$ cat src/rtl/tv80_reg_arb_pkg.sv
// rtl/tv80_reg_arb_pkg.sv - shared FSM encodings, pair indices and word width for tv80_reg_arb
package tv80_reg_arb_pkg;

    localparam int WORD_W = 16;

    localparam logic [2:0] ST_IDLE   = 3'd0;
    localparam logic [2:0] ST_STALL  = 3'd1;
    localparam logic [2:0] ST_ACCESS = 3'd2;
    localparam logic [2:0] ST_ACK    = 3'd3;
    localparam logic [2:0] ST_DUMP   = 3'd4;

    localparam logic [2:0] REG_BC  = 3'd0;
    localparam logic [2:0] REG_DE  = 3'd1;
    localparam logic [2:0] REG_HL  = 3'd2;
    localparam logic [2:0] REG_IX  = 3'd3;
    localparam logic [2:0] REG_BC2 = 3'd4;
    localparam logic [2:0] REG_DE2 = 3'd5;
    localparam logic [2:0] REG_HL2 = 3'd6;
    localparam logic [2:0] REG_IY  = 3'd7;

endpackage

$ cat src/rtl/tv80_reg_arb_dump.sv
// rtl/tv80_reg_arb_dump.sv - tv80_reg_dump_seq: walks register pairs out over a valid/ready stream
module tv80_reg_dump_seq
    import tv80_reg_arb_pkg::*;
#(
    parameter int DUMP_PAIRS = 8
) (
    input  logic              clk,
    input  logic              reset_n,
    input  logic              start,
    input  logic              dump_ready,
    input  logic [WORD_W-1:0] rdData,
    output logic [2:0]        rdAddr,
    output logic              dump_valid,
    output logic [2:0]        dump_idx,
    output logic [WORD_W-1:0] dump_data,
    output logic              dump_done,
    output logic              lastXfer
);

    localparam logic [2:0] LAST_IDX = 3'(DUMP_PAIRS - 1);

    logic       active;
    logic [2:0] cnt;

    assign rdAddr   = cnt;
    assign lastXfer = dump_valid && dump_ready && (dump_idx == LAST_IDX);

    // One bubble cycle per word: the read address settles on cnt, then the word is captured.
    always_ff @(posedge clk or negedge reset_n) begin
        if (!reset_n) begin
            active     <= 1'b0;
            cnt        <= REG_BC;
            dump_valid <= 1'b0;
            dump_idx   <= REG_BC;
            dump_data  <= '0;
            dump_done  <= 1'b0;
        end else begin
            dump_done <= lastXfer;
            if (start) begin
                active     <= 1'b1;
                cnt        <= REG_BC;
                dump_valid <= 1'b0;
            end else if (active) begin
                if (!dump_valid) begin
                    dump_valid <= 1'b1;
                    dump_idx   <= cnt;
                    dump_data  <= rdData;
                end else if (dump_ready) begin
                    dump_valid <= 1'b0;
                    if (lastXfer) begin
                        active <= 1'b0;
                    end else begin
                        cnt <= cnt + 3'd1;
                    end
                end
            end
        end
    end

endmodule

$ cat src/rtl/tv80_reg_arb.sv
// rtl/tv80_reg_arb.sv - port-A arbiter between tv80_core, debug access and dump engine
// Dump engine present only when TV80_REG_ARB_DUMP_EN is defined.
module tv80_reg_arb
    import tv80_reg_arb_pkg::*;
#(
    parameter int STALL_CYCLES = 1,
    parameter int DUMP_PAIRS   = 8
) (
    input  logic              clk,
    input  logic              reset_n,
    input  logic              core_cen,
    input  logic [2:0]        core_addra,
    input  logic [7:0]        core_dih,
    input  logic [7:0]        core_dil,
    input  logic              core_weh,
    input  logic              core_wel,
    output logic              core_stall,
    output logic              rf_cen,
    output logic [2:0]        rf_addra,
    output logic [7:0]        rf_dih,
    output logic [7:0]        rf_dil,
    output logic              rf_weh,
    output logic              rf_wel,
    input  logic [7:0]        rf_doah,
    input  logic [7:0]        rf_doal,
    input  logic              dbg_req,
    input  logic              dbg_we,
    input  logic [2:0]        dbg_addr,
    input  logic [1:0]        dbg_wmask,
    input  logic [WORD_W-1:0] dbg_wdata,
    output logic              dbg_ack,
    output logic [WORD_W-1:0] dbg_rdata,
    input  logic              dump_start,
    output logic              dump_valid,
    input  logic              dump_ready,
    output logic [2:0]        dump_idx,
    output logic [WORD_W-1:0] dump_data,
    output logic              dump_done
);

    logic [2:0] state;
    logic [2:0] stateNext;
    logic [2:0] stallCnt;
    logic       stallDone;
    logic       dumpOp;
    logic       dumpPend;
    logic       dumpStartIn;
    logic       dumpReq;
    logic       dumpLast;
    logic [2:0] dumpAddr;

    assign stallDone = (stallCnt == 3'(STALL_CYCLES - 1));
    assign dumpReq   = dumpStartIn | dumpPend;

`ifdef TV80_REG_ARB_DUMP_EN
    logic dumpSeqStart;

    assign dumpStartIn  = dump_start;
    assign dumpSeqStart = (state == ST_STALL) && stallDone && dumpOp;

    tv80_reg_dump_seq #(
        .DUMP_PAIRS (DUMP_PAIRS)
    ) u_dump (
        .clk        (clk),
        .reset_n    (reset_n),
        .start      (dumpSeqStart),
        .dump_ready (dump_ready),
        .rdData     ({rf_doah, rf_doal}),
        .rdAddr     (dumpAddr),
        .dump_valid (dump_valid),
        .dump_idx   (dump_idx),
        .dump_data  (dump_data),
        .dump_done  (dump_done),
        .lastXfer   (dumpLast)
    );
`else
    logic [4:0] unusedDump;

    assign unusedDump  = {dump_start, dump_ready, 3'(DUMP_PAIRS - 1)};
    assign dumpStartIn = 1'b0;
    assign dumpLast    = 1'b0;
    assign dumpAddr    = REG_BC;
    assign dump_valid  = 1'b0;
    assign dump_idx    = REG_BC;
    assign dump_data   = '0;
    assign dump_done   = 1'b0;
`endif

    // Debug wins over a dump request seen in the same IDLE cycle; the dump is parked in dumpPend.
    always_comb begin
        stateNext = state;
        case (state)
            ST_IDLE:   if (dbg_req || dumpReq) stateNext = ST_STALL;
            ST_STALL:  if (stallDone) stateNext = dumpOp ? ST_DUMP : ST_ACCESS;
            ST_ACCESS: stateNext = ST_ACK;
            ST_ACK:    stateNext = ST_IDLE;
            ST_DUMP:   if (dumpLast) stateNext = ST_IDLE;
            default:   stateNext = ST_IDLE;
        endcase
    end

    always_ff @(posedge clk or negedge reset_n) begin
        if (!reset_n) begin
            state      <= ST_IDLE;
            stallCnt   <= 3'd0;
            dumpOp     <= 1'b0;
            dumpPend   <= 1'b0;
            core_stall <= 1'b0;
            dbg_ack    <= 1'b0;
            dbg_rdata  <= '0;
        end else begin
            state      <= stateNext;
            core_stall <= (stateNext != ST_IDLE);
            dbg_ack    <= (stateNext == ST_ACK);
            stallCnt   <= (state == ST_STALL && !stallDone) ? stallCnt + 3'd1 : 3'd0;

            if (state == ST_IDLE && stateNext == ST_STALL) begin
                dumpOp <= !dbg_req;
            end

            if (state == ST_IDLE && !dbg_req) begin
                dumpPend <= 1'b0;
            end else if (dumpStartIn && !(dumpOp && state != ST_IDLE)) begin
                dumpPend <= 1'b1;
            end

            if (state == ST_ACCESS && !dbg_we) begin
                dbg_rdata <= {rf_doah, rf_doal};
            end
        end
    end

    // Outside IDLE and ACCESS the core's enables are forced off so a stalled core cannot write.
    always_comb begin
        rf_cen   = core_cen;
        rf_addra = core_addra;
        rf_dih   = core_dih;
        rf_dil   = core_dil;
        rf_weh   = core_weh;
        rf_wel   = core_wel;
        case (state)
            ST_IDLE: begin
            end
            ST_ACCESS: begin
                rf_cen   = 1'b1;
                rf_addra = dbg_addr;
                rf_dih   = dbg_wdata[15:8];
                rf_dil   = dbg_wdata[7:0];
                rf_weh   = dbg_we & dbg_wmask[1];
                rf_wel   = dbg_we & dbg_wmask[0];
            end
            ST_DUMP: begin
                rf_cen   = 1'b0;
                rf_addra = dumpAddr;
                rf_weh   = 1'b0;
                rf_wel   = 1'b0;
            end
            default: begin
                rf_cen = 1'b0;
                rf_weh = 1'b0;
                rf_wel = 1'b0;
            end
        endcase
    end

endmodule
$ cat config.mk
export PLATFORM = sky130hd
export DESIGN_NAME = tv80_reg_arb
export DESIGN_NICKNAME = d
export VERILOG_FILES = /design/src/rtl/tv80_reg_arb_pkg.sv /design/src/rtl/tv80_reg_arb_dump.sv /design/src/rtl/tv80_reg_arb.sv
export SDC_FILE = /design/constraint.sdc
export NUM_CORES = 1
export LEC_CHECK = 0
export BUFFER_PORTS_ARGS = -buffer_cell sky130_fd_sc_hd__buf_2
export CAP_MARGIN = 10
export CORE_MARGIN = 1
export CORE_UTILIZATION = 35
export CTS_CLUSTER_SIZE = 10
export DETAILED_ROUTE_END_ITERATION = 10
export PLACE_DENSITY_LB_ADDON = 0.1
export SKIP_LAST_GASP = 1
export SLEW_MARGIN = 0
export SYNTH_ARGS = -nofsm -noshare
export SYNTH_HDL_FRONTEND = slang
export SYNTH_HIERARCHICAL = 1
export SYNTH_SLANG_ARGS = --single-unit
$ cat constraint.sdc
create_clock -name clk -period 2.3 [get_ports clk]
set_clock_uncertainty 0.05 [all_clocks]
set_input_delay 0.23 -clock clk [delete_from_list [all_inputs] [get_ports clk]]
set_output_delay 0.23 -clock clk [all_outputs]
set_load 0.02 [all_outputs]
======== Word level (Yosys, flattened, before mapping) ========
Index checks and enable logic that the tools add are counted.
word-level totals
  register bits ........................... 25
  latch bits .............................. 0
  RAM bits ................................ 0
  bits in read-only memories .............. 0
  bits of input ports ..................... 65
  logic and storage cells ................. 34
  memories ................................ 0
operators by class
  add/sub/neg operators ................... 1
  $mul .................................... 0
  divide/modulo/power cells ............... 0
  order comparisons ....................... 0
  eq/ne operators ......................... 5
  shift-type cells ........................ 0
  mux-type cells .......................... 11
  bitwise gates (word level) .............. 2
  reduce and logical (&&, ||, !) cells .... 9
operator list
  cell                                                  number
  2-to-1 mux 8 bit                                      2
  2-to-1 mux 3 bit                                      4
  case mux 3 bit (4 select lines)                       1
  equality test 3 x 1 -> 1 bit (second input constant)  2
  equality test 3 x 2 -> 1 bit (second input constant)  2
  logical NOT 3 bit                                     2
  case mux 1 bit (2 select lines)                       3
  case mux 3 bit (2 select lines)                       1
  adder 3 x 1 -> 3 bit (second input constant)          1
  equality test 3 bit (second input constant)           1
  logical AND 1 bit                                     3
  logical NOT 1 bit                                     3
  nonzero test 3 bit                                    1
  bitwise AND 1 bit                                     2

======== Longest topological paths before layout ========
  depth in word-level cells ............... 5
  gate-level depth with buffers ........... 7
  mapped depth without buffers ............ 5

======== Worst setup path before layout ========
Ideal clock, no wire load.
  path type ............................... register to output
  start ................................... register state[0]
  end ..................................... output port rf_dih[0]
  arrival ................................. 1.418 ns
  setup slack ............................. 0.602 ns
  stages on the path, launching flop included .. 6
  path buffers ............................ 3
  cell sequence ........................... dfrtp_1 buf_6 nor3b_2 buf_6 buf_2 mux2_2
between the ends
  word-level cells in the longest chain between the ends .. 2
RTL lines
  item                          RTL line             text
  start: declaration            tv80_reg_arb.sv:41   logic [2:0] state;
  start signal: assignment      tv80_reg_arb.sv:112  state <= stateNext;
  equality test 3 x 2 -> 1 bit  tv80_reg_arb.sv:141  case (state)
  2-to-1 mux 8 bit              tv80_reg_arb.sv:141
  end: declaration              tv80_reg_arb.sv:20   output logic [7:0] rf_dih,
No other way between the ends.

======== Final worst setup path ========
  start ................................... register state[0]
  end ..................................... output port rf_dih[7]
Same word-level chain as after synthesis.

==> flow_summary.toml <==
[run_status]
status = "finished, final reports clean"

[yosys]
synth_edf_count = 0
yosys-top-cells-area = "dfrtp_1 40%, mux2_2 17%, buf_4 10%"
yosys.area.top_type = "dfrtp_1"
yosysTopAreaCellShare_pct = 40.5
synth_cells = 129
async_reset_ff_share_pct = 100
syn-cell-area_um2 = 1550
synthDistinctLibCells = 29
ys_seq_elements = 25
synth_area_per_cell_um2 = 12.0
seq_area_frac_synth_pct = 40.5
ys_warn_count = 6
ys.flop_type = "dfrtp_1"
synth.most_common_cell = "dfrtp_1"
synth_commonest_cells = "25 x dfrtp_1, 23 x mux2_2, 21 x buf_4, 10 x mux2_4, 6 x a22o_1"

[setup_path]
path_max_fanout = 9
cpPeakStageDelay_ns = 0.48
end_kind = "primary output"
cp-start-kind = "register"
crit_chain = "nor3b_2 > buf_4 > mux2_2 > buf_2"
crit_arrival_ns = 1.77
r2r_cells = 4
cpMaxStageDelayCell = "dfrtp_1"
cp.required_ns = 2.02
criticalPathCategory = "register to primary output"

[routing]
first_pass_iters = 2
vias = 1265
drc_errors = 0
wl_per_cell_um = 11.5
drtIter0Drc = 51
vias_per_cell = 4.47
routed_wl_mm = 3.26
ant_nets = 0

[floorplan]
die_area_um2 = 4690
row_count = 23
start_util_pct = 37.6
die_w_um = 68.5
coreArea_um2 = 4120
die_h_um = 68.5
io_pins = 126

[layout]
drive_above_1_share_pct = 63.1
area_growth_pct = 33.7
antenna_cells = 0
final_nets = 301

[power]
p_leak_nw = 1.10
power.density_nw_per_um2 = 1190
vdd_drop_max_uv = 409

[worst_hold_path]
min_path_cells = 2
min_path_type = "primary input to register"

[global_routing]
overflow = 0
grt_max_degree = 26
antenna_found_initial = 0
grt_pass1_vias = 1049
gr-usage-all-layers_pct = 13.2
grt_pass1_wl_mm = 4.60

[timing]
fin_tns_setup_ns = 0
rsz0062_at_grt = "no"
fin_crit_sh_pct = 89.0
min_period_ns = 2.05
max_freq_mhz = 489
setup_viol = 0
hold_viol = 0
slew-limit-headroom_pct = 62.6
fin_ws_ns = 0.254
worst_slew_pin_slew_ns = 0.561
slew_violations = 0

[cts]
cts_tree = "yes"
clock-root-buffer = "clkbuf_8"
clock-sinks = 25
cts_buffers = 3
cts_setup_buffers = 0
cts_max_level = 1
clockBufferDepth = 2
cts_resized = 0
clkSlewWorstSetupHoldPaths_ns = 0.09
clk_latency_ns = 0.27
hold_buffers = 1

[placement]
gp_congestion = 0.683
place_ws_ns = 0.557
portBuffers = 102
hpwlAfterDp_mm = 2.53

[job]
drv_cap = 0
==> final timing paths <==
path                              from            end  slack (ns)
setup / recovery              state[0]      rf_dih[7]        0.25
hold / removal              rf_doah[4]  dbg_rdata[12]        0.13
setup reg to reg              state[0]   dbg_rdata[4]        0.57
hold reg to reg            stallCnt[0]    stallCnt[0]        0.43
max in group asynchronous      reset_n       state[2]        1.40
min in group asynchronous      reset_n   dbg_rdata[3]        0.42
==> final cells by class <==
type                            count  area (um2)
Tap cell                           50        62.6
Fill cell                         403        2050
Sequential cell                    25         626
Clock buffer                        3        41.3
Timing Repair Buffer              108         558
Inverter                            4        15.0
Multi-Input combinational cell     92         757
Clock inverter                      1        7.51
==> critical path: cells and delay by family, from the launching register on <==
family / cells / cell delay [ns]
simple gates: 1 / 0.28
flops: 1 / 0.48
mux: 1 / 0.35
buf+inv: 2 / 0.39
==> cells by family (layout without fill, tap and decap cells) <==
| group | after synthesis | count (layout) | synth area share, % |
|---|---|---|---|
| simple gates | 21 | 21 | 8.66 |
| flops | 25 | 25 | 40.5 |
| other cells | 1 | 21 | 0.242 |
| buf+inv | 32 | 116 | 15.5 |
| fa+ha+maj | 2 | 2 | 1.62 |
| mux | 33 | 33 | 26.5 |
| compound gates | 15 | 15 | 7.12 |
==> registers in the layout (all words and copies together), names as in the netlist <==
register,count
stallCnt,3
dumpOp,1
dbg_ack,1
dbg_rdata,16
core_stall,1
state,3
==> stage by stage <==
stage / hold slack, ns / cell area, um2 / util, % / std cells / power (mW)
after floorplan: -0.116 / 1620 / - / 149 / 1.85
final: 0.133 / 2070 / 50.2 / 283 / 2.46
after detailed placement: 0.210 / 2010 / 48.8 / 278 / 2.21
after CTS: 0.123 / 2070 / 50.2 / 283 / 2.49
after global placement: 0.207 / 2010 / 48.8 / 278 / 2.21
after global routing: 0.119 / 2070 / 50.2 / 283 / 2.63
==> power by group <==
part | leakage (nW) | internal, mW | switching [mW]
Combinational | 0.773 | 0.683 | 0.802
Sequential | 0.307 | 0.618 | 0.0906
Clock | 0.0217 | 0.123 | 0.139
Total | 1.10 | 1.42 | 1.03
==> per-layer routing <==
metal	vias to the layer above	part of all wire (%)	track usage, %
li1	614	-	-
met1	583	43	16.9
met2	68	47	20.7
met3	0	9.8	5.33
met4	0	0	3.13
met5	-	0	0
==> layout by cell type (no fill, tap or decap), drive strengths merged, types with 2 or more instances in the layout <==
cell type / synthesis / final
nor3: 2 / 2
nor2: 5 / 5
mux2: 33 / 33
nor2b: 2 / 2
dfrtp: 25 / 25
a21oi: 5 / 5
inv: 4 / 4
a22o: 6 / 6
nor3b: 2 / 2
ha: 2 / 2
conb: 1 / 21
nand3: 2 / 2
clkbuf: 2 / 3
buf: 26 / 107
nand2b: 4 / 4
Note: power is estimated with default switching activity, not from simulation.
